File: config.mk
export PLATFORM = sky130hd
export DESIGN_NAME = led_fader
export DESIGN_NICKNAME = d
export VERILOG_FILES = /design/src/rtl/led_fader_pkg.sv /design/src/rtl/led_fader_channel.sv /design/src/rtl/led_fader.sv
export SDC_FILE = /design/constraint.sdc
export NUM_CORES = 1
export LEC_CHECK = 0
export ABC_AREA = 1
export BUFFER_PORTS_ARGS = -buffer_cell sky130_fd_sc_hd__buf_4
export CELL_PAD_IN_SITES_DETAIL_PLACEMENT = 1
export CELL_PAD_IN_SITES_GLOBAL_PLACEMENT = 1
export CORE_ASPECT_RATIO = 1.25
export CORE_UTILIZATION = 47
export DETAILED_ROUTE_END_ITERATION = 6
export GPL_TIMING_DRIVEN = 0
export PLACE_DENSITY = 0.81
export SLEW_MARGIN = 20
export SYNTH_ARGS = -nofsm -noshare
export SYNTH_HDL_FRONTEND = slang
export SYNTH_SLANG_ARGS = --single-unit
File: constraint.sdc
create_clock -name clk -period 2.7 [get_ports clk]
set_input_delay 0.135 -clock clk [delete_from_list [all_inputs] [get_ports clk]]
set_output_delay 0.135 -clock clk [all_outputs]
set_load 0.03 [all_outputs]
File: src/rtl/led_fader_pkg.sv
// Shared types and helpers for the LED fader: channel state encoding and
// the full-brightness duty value derived from the PWM width.
package led_fader_pkg;

    typedef enum logic [1:0] {
        OFF  = 2'd0,
        RISE = 2'd1,
        ON   = 2'd2,
        FALL = 2'd3
    } fade_state_t;

    function automatic int unsigned duty_max(input int unsigned pwm_bits);
        return (32'd1 << pwm_bits) - 32'd1;
    endfunction

endpackage

File: src/rtl/led_fader_channel.sv
// One LED channel: on/off request tracking FSM, saturating duty ramp
// stepped on the shared tick, and the registered PWM compare.
module led_fader_channel
    import led_fader_pkg::*;
#(
    parameter int PWM_BITS = 8
) (
    input  logic                clk,
    input  logic                rst_n,
    input  logic                req,
    input  logic                tick,
    input  logic [PWM_BITS-1:0] pwm_cnt,
    output logic                led,
    output logic                active
);

    localparam logic [PWM_BITS-1:0] DUTY_MAX = PWM_BITS'(duty_max(PWM_BITS));

    fade_state_t         state;
    fade_state_t         state_next;
    logic [PWM_BITS-1:0] duty;
    logic [PWM_BITS-1:0] duty_next;
    logic                led_next;

    always_ff @(posedge clk) begin
        if (!rst_n) begin
            state <= OFF;
            duty  <= '0;
            led   <= 1'b0;
        end else begin
            state <= state_next;
            duty  <= duty_next;
            led   <= led_next;
        end
    end

    // Endpoint checks run every cycle; the duty step on a tick follows the
    // registered state, so a request change on a tick cycle lands next tick.
    always_comb begin
        state_next = state;
        case (state)
            OFF:  if (req) state_next = RISE;
            RISE: begin
                if (!req)                 state_next = FALL;
                else if (duty == DUTY_MAX) state_next = ON;
            end
            ON:   if (!req) state_next = FALL;
            FALL: begin
                if (req)               state_next = RISE;
                else if (duty == '0)   state_next = OFF;
            end
            default: state_next = OFF;
        endcase

        duty_next = duty;
        if (tick) begin
            if (state == RISE && duty != DUTY_MAX)
                duty_next = duty + PWM_BITS'(1);
            else if (state == FALL && duty != '0)
                duty_next = duty - PWM_BITS'(1);
        end
    end

    // Full duty is forced high so the top code gives a constant-on LED.
    always_comb begin
        led_next = (duty == DUTY_MAX) || (duty > pwm_cnt);
        active   = (state == RISE) || (state == FALL);
    end

endmodule

File: src/rtl/led_fader.sv
// LED fader top: shared ramp prescaler and PWM counter, one fader channel
// per LED, and a registered busy flag covering all ramping channels.
module led_fader
    import led_fader_pkg::*;
#(
    parameter int CHANNELS  = 5,
    parameter int PWM_BITS  = 8,
    parameter int STEP_LOG2 = 14
) (
    input  logic                clk,
    input  logic                rst_n,
    input  logic [CHANNELS-1:0] req,
    output logic [CHANNELS-1:0] led,
    output logic                busy
);

    logic [STEP_LOG2-1:0] prescaler;
    logic [PWM_BITS-1:0]  pwm_cnt;
    logic                 tick;
    logic [CHANNELS-1:0]  active;

    always_ff @(posedge clk) begin
        if (!rst_n) begin
            prescaler <= '0;
            pwm_cnt   <= '0;
            busy      <= 1'b0;
        end else begin
            prescaler <= prescaler + STEP_LOG2'(1);
            pwm_cnt   <= pwm_cnt + PWM_BITS'(1);
            busy      <= |active;
        end
    end

    // With STEP_LOG2 >= PWM_BITS the tick always falls on the last PWM cycle.
    assign tick = &prescaler;

    for (genvar i = 0; i < CHANNELS; i++) begin : gen_ch
        led_fader_channel #(
            .PWM_BITS(PWM_BITS)
        ) u_ch (
            .clk    (clk),
            .rst_n  (rst_n),
            .req    (req[i]),
            .tick   (tick),
            .pwm_cnt(pwm_cnt),
            .led    (led[i]),
            .active (active[i])
        );
    end

endmodule
# --- After elaboration in Yosys (flattened, before gate mapping) ---
# Index checks and enable logic that the tools add are counted.
op_classes:
  mux: 45
  eq_ne: 45
  add_sub_neg: 12
  n_reduce_logical: 51
  n_lt_le_gt_ge: 5
op_table:
  columns: ["cell", "n"]
  rows:
  - ["8-bit two-way mux", 10]
  - ["15-bit AND reduction", 5]
  - ["2-bit two-way mux", 30]
  - ["8-bit by 1-bit adder with 8-bit output, second input constant", 6]
  - ["8-bit equality test, second input constant", 5]
  - ["8-bit greater-than comparator", 5]
  - ["8-bit logical NOT", 5]
  - ["8-bit inequality test, second input constant", 5]
  - ["2-bit one-hot mux with 4 select lines", 5]
  - ["8-bit nonzero test", 5]
  - ["8-bit by 1-bit subtractor with 8-bit output, second input constant", 5]
  - ["2-bit equality test, second input constant", 10]
  - ["2-bit inequality test, second input constant", 10]
  - ["4-bit AND reduction", 5]
  - ["3-bit by 2-bit inequality test with 1-bit output, second input constant", 5]
  - ["3-bit inequality test, second input constant", 5]
  - ["14-bit by 1-bit adder with 14-bit output, second input constant", 1]
  - ["2-bit by 1-bit equality test with 1-bit output, second input constant", 5]
  - ["1-bit logical AND", 10]
  - ["2-bit logical NOT", 5]
  - ["1-bit logical OR", 10]
  - ["2-bit nonzero test", 5]
  - ["5-bit OR reduction", 1]
word_totals:
  output_inout_bits: 6
  in_bits: 7
  register_bits: 78
  word_cells: 176

# --- Longest topological paths before layout ---
logic_depth:
  ltp_word: 4
  ltp_mapped: 14
  depth_no_buf: 14

# --- Modules after synthesis ---
# From an unflattened synthesis, not the netlist that was laid out.
hier_totals:
  cells_unflattened: 915
  hier_area_um2: 6327.3
modules_own_cells:
  columns: ["mod", "n_inst", "area_each_um2", "seq_area_each_um2", "cells_each"]
  rows:
  - ["led_fader_channel (gen_ch[0].u_ch ...)", 4, 1054.8, 220.2, 153]
  - ["led_fader_channel (gen_ch[4].u_ch)", 1, 1088.5, 220.2, 159]
  - ["led_fader", 1, 1019.7, 460.4, 144]

# --- Worst setup path after synthesis ---
# No wires, ideal clock.
synth_path:
  path_kind: "flip-flop to flip-flop"
  startpoint: "register gen_ch[3].u_ch.state[1]"
  endpoint: "register gen_ch[3].u_ch.duty[5]"
  arrival_time_ns: 1.987
  path_stages_with_launch: 11
  setup_slack_ns: 0.595
  synth_period_minus_slack_ns: 2.105
  setup_time_ns: 0.118
  n_path_buf: 0
  required_ns: 2.582
  path_cell_list: "dfxtp_1 -> inv_1 -> ha_1 -> nand2_1 -> ha_1 -> or2_2 -> nand2_1 -> nor2_1 -> nor2_1 -> xor2_1 -> a21oi_1"
synth_via:
  elab_chain_len: 4
  word_cells_on_any_way: 7
  classes_between: "eq/ne: 2; mux: 1; reduce/logical: 4"
synth_rtl:
  columns: ["element", "line", "rtl"]
  rows:
  - ["from (decl)", "led_fader_channel.sv:19", "fade_state_t state;"]
  - ["from (signal assigned)", "led_fader_channel.sv:31", "state <= state_next;"]
  - ["2-bit equality test or 2-bit by 1-bit equality test with 1-bit output (tied branches)", "led_fader_channel.sv:59, led_fader_channel.sv:57", null]
  - ["1-bit logical AND, on equally long branches", "led_fader_channel.sv:59, led_fader_channel.sv:57", null]
  - ["2-bit nonzero test (no line)", null, null]
  - ["15-bit AND reduction (no line)", null, null]
  - ["to (signal assigned)", "led_fader_channel.sv:32", "duty <= duty_next;"]
  - ["to (decl)", "led_fader_channel.sv:21", "logic [PWM_BITS-1:0] duty;"]
# Parallel ways exist; a longest one is shown, timed or not.
# A chain may end at the register's enable or synchronous reset.

# --- Worst setup path after layout ---
layout_path:
  startpoint: "register gen_ch[2].u_ch.duty[3]"
  endpoint: "register gen_ch[2].u_ch.duty[6]"
layout_via:
  elab_chain_len: 4
  word_cells_on_any_way: 10
  classes_between: "add/sub: 2; eq/ne: 1; mux: 2; reduce/logical: 5"
layout_rtl:
  columns: ["element", "line"]
  rows:
  - ["from (decl)", "led_fader_channel.sv:21"]
  - ["from (signal assigned)", "led_fader_channel.sv:32"]
  - ["branches (longest 4 deep; another with 8-bit by 1-bit subtractor with 8-bit output)", null]
# Parallel ways; which one is timed is not known. The select of a mux whose other input is x is not followed.

==> results_dict.tcl <==
set metrics [dict create \
    status "complete, no violations" \
    via_count 5701 \
    cts_setup_buffers 0 \
    async_flop_share_pct 0 \
    drive_gt1_share_pct 8.16 \
    clk_pin_slew_ns 0.06 \
    clkLatencyLatePin_ns 0.34 \
    fp.dieH_um 128 \
    rows 45 \
    worstMarginPinSlew_ns 0.765 \
    critPathBufInv 1 \
    rsz0062_at_grt "false" \
    cts_sinks 78 \
    hpwlAfterDp_um 13000 \
    p_clk_share_pct 28.8 \
    whs_ns 0.151 \
    leakagePower_nw 3.07 \
    switching_share_pct 38.8 \
    synth_warnings 0 \
    antenna_cells 0 \
    fin_crit_sh_pct 87.7 \
    cts_buffers 9 \
    setup.worst_path.end_class "register" \
    io_buffers 12 \
    holdBufCountCts 0 \
    routed_wl_um 17200 \
    fin_util_pct 53.5 \
    antenna_left 0 \
    design.core.area_mm2 0.0123 \
    grt_max_degree 14 \
    crit_fanout 11 \
    grt_pass1_wl_um 28200 \
    stdcell_area_mm2 0.00659 \
    start_util_pct 48.7 \
    max_clock_freq_ghz 0.422 \
    die-width_um 103 \
    min_period_ns 2.37 \
    yosysSeqAreaShare_pct 26.0 \
    critPathRequiredTime_ns 2.93 \
    area_growth_pct 9.73 \
    hold_path.class "primary input to register" \
    switchingPower_mw 1.58 \
    synth_area_per_cell_um2 7.13 \
    track_usage_pct 27.5 \
    first_pass_iters 4 \
    setup_viol 0 \
    crit_path_frequent_cell "nand2_1" \
    cts-root-buf "clkbuf_16" \
    setup_tns_ns 0 \
    power_frac_seq_pct 32.4 \
    vias_per_cell 5.51 \
    htreeDepth 3 \
    critical_path_class "register to register" \
    cpMaxStageDelayCell "dfxtp_1" \
    ys_seq_elements 78 \
    synth_area_mm2 0.00601 \
    powerDensity_mw_per_mm2 616 \
    synth.distinct_cells 33 \
    nets 977 \
    io_pins 13 \
    cp-start-kind "register" \
    p_comb_share_pct 38.8 \
    maxSlewHeadroom_pct 49.0 \
    cts_tree "done" \
    finalClockSkew_ns 0.00703 \
    n_fill_cell 1636 \
    routedWlPerCell_um 16.7 \
    postPlaceCellArea_mm2 0.00630 \
    place.gp.congestion 0.790 \
    maxCapViolations 0 \
    cts_buffer_depth 2 \
    antenna_found_initial 0 \
    gr-total-overflow 0 \
    slowest_delay_ns 0.44 \
    synth_top_cell_by_area "dfxtp_1" \
    drc_errors 0 \
    critPathArrivalTime_ns 2.60 \
    cp_top_family "simple AND/OR/NAND/NOR gates" \
    vdd_drop_max_mv 0.325 \
    syn_inst 843 \
    synth.top_cell.area_share_pct 26.0 \
    ys.flop_type "dfxtp_1" \
    synth_edf_count 0 \
    finalHoldViolCount 0 \
    drv_slew 0 \
    cts-resized-gates 0 \
    grt_pass1_vias 6017 \
    drtIter0Drc 135 \
    synth_area_leaders "dfxtp_1 (26%), ha_1 (21%), nand2_1 (11%), nor2_1 (7.5%), a21oi_1 (6.7%)" \
    die_area_mm2 0.0132 \
    internal_power_mw 2.49 \
    path_cells "nand2_1, nor2_1, nand2_1, nand2_2, inv_1, fa_1, o21ai_0, nand2_1, nand2_1, xnor2_1, a21oi_2" \
    syn_nets 954 \
]
-- cells in the mapped netlist (4+ instances only) --
cell type and count:
buf_6 6, inv_1 85, a21oi_2 10, clkbuf_1 6, xor2_1 7, a21oi_1 81, buf_4 5, o21ai_0 56
o211ai_1 4, nand4_1 10, nand3_1 33, nand2_1 175, nor2_1 120, ha_1 99, o21ai_1 9, nor3_1 4
or2_2 5, xnor2_1 19, o21ai_2 6, fa_1 5, dfxtp_1 78
-- cells in the final DEF, fill, tap and decap left out, drive strengths merged, types with 5 or more instances in the layout --
cell / count
a21oi: 91
clkbuf: 18
dfxtp: 78
xor2: 7
or2: 5
nand4: 10
inv: 86
nand3: 35
ha: 99
buf: 23
xnor2: 19
nor3: 5
nor2: 120
nand2: 179
o21ai: 71
fa: 5
-- worst min-delay path, cell delays in order --
cell and delay (ns):
buf_4 0.10, a2111oi_0 0.08, a21oi_1 0.14
-- path summary, 6_finish.rpt --
| kind | start | end | slack (ns) | cells past startpoint |
|---|---|---|---|---|
| worst min register to register | prescaler[12] | prescaler[12] | 0.48 | 2 |
| worst max-delay path | gen_ch[2].u_ch.duty[3] | gen_ch[2].u_ch.duty[6] | 0.33 | 11 |
| worst min-delay path | req[3] | gen_ch[3].u_ch.state[0] | 0.15 | 3 |
| worst max register to register | gen_ch[2].u_ch.duty[3] | gen_ch[2].u_ch.duty[6] | 0.33 | 11 |
-- final cells by class --
type / count / area (µm²) / area share (%)
flip-flops and latches: 78 / 1560 / 23.7
plain buffers: 17 / 128 / 1.94
multi-input cells: 660 / 4000 / 60.7
inverters: 88 / 330 / 5.01
clock inverters: 3 / 20.0 / 0.304
well taps: 164 / 205 / 3.11
clock buffers: 12 / 256 / 3.89
repair buffers: 12 / 90.1 / 1.37
-- cells by family after synthesis --
kind of cell	share of synthesized area (%)
buf+inv	7.62
flops	26.0
fa+ha+maj	22.3
xor+xnor	3.79
simple gates	24.7
compound gates	15.6
-- metrics by stage --
stage | power (mW) | cells | worst slack [ns]
after floorplan | 2.49 | 843 | 0.595
after global placement | 2.77 | 1019 | 0.247
after detailed placement | 2.90 | 1019 | 0.173
after CTS | 4.08 | 1034 | 0.153
after global routing | 4.36 | 1034 | 0.110
final | 4.06 | 1034 | 0.331
-- registers in the layout (all words and copies together), names as in the netlist --
name and flops:
gen_ch.u_ch.led 5, gen_ch.u_ch.duty 40, gen_ch.u_ch.state 10, busy 1, pwm_cnt 8, prescaler 14
-- power by group through the flow --
| stage | registers (mW) | logic [mW] | clock network [mW] |
|---|---|---|---|
| final | 1.32 | 1.58 | 1.17 |
| after global routing | 1.33 | 1.81 | 1.23 |
| after CTS | 1.31 | 1.58 | 1.18 |
| after detailed placement | 1.34 | 1.56 | 0 |
| after global placement | 1.33 | 1.44 | 0 |
| after floorplan | 1.33 | 1.16 | 0 |
-- routing by layer --
| layer | wire [µm] | vias to the layer above | part of all wire, % | GRT usage [%] |
|---|---|---|---|---|
| met5 | 0 | - | 0 | 0 |
| met4 | 464 | 0 | 2.7 | 10.7 |
| met3 | 281 | 23 | 1.6 | 3.04 |
| met2 | 9100 | 62 | 53 | 51.9 |
| met1 | 7380 | 2779 | 43 | 30.9 |
| li1 | - | 2837 | - | - |
Power figures use the tool's default switching activity.
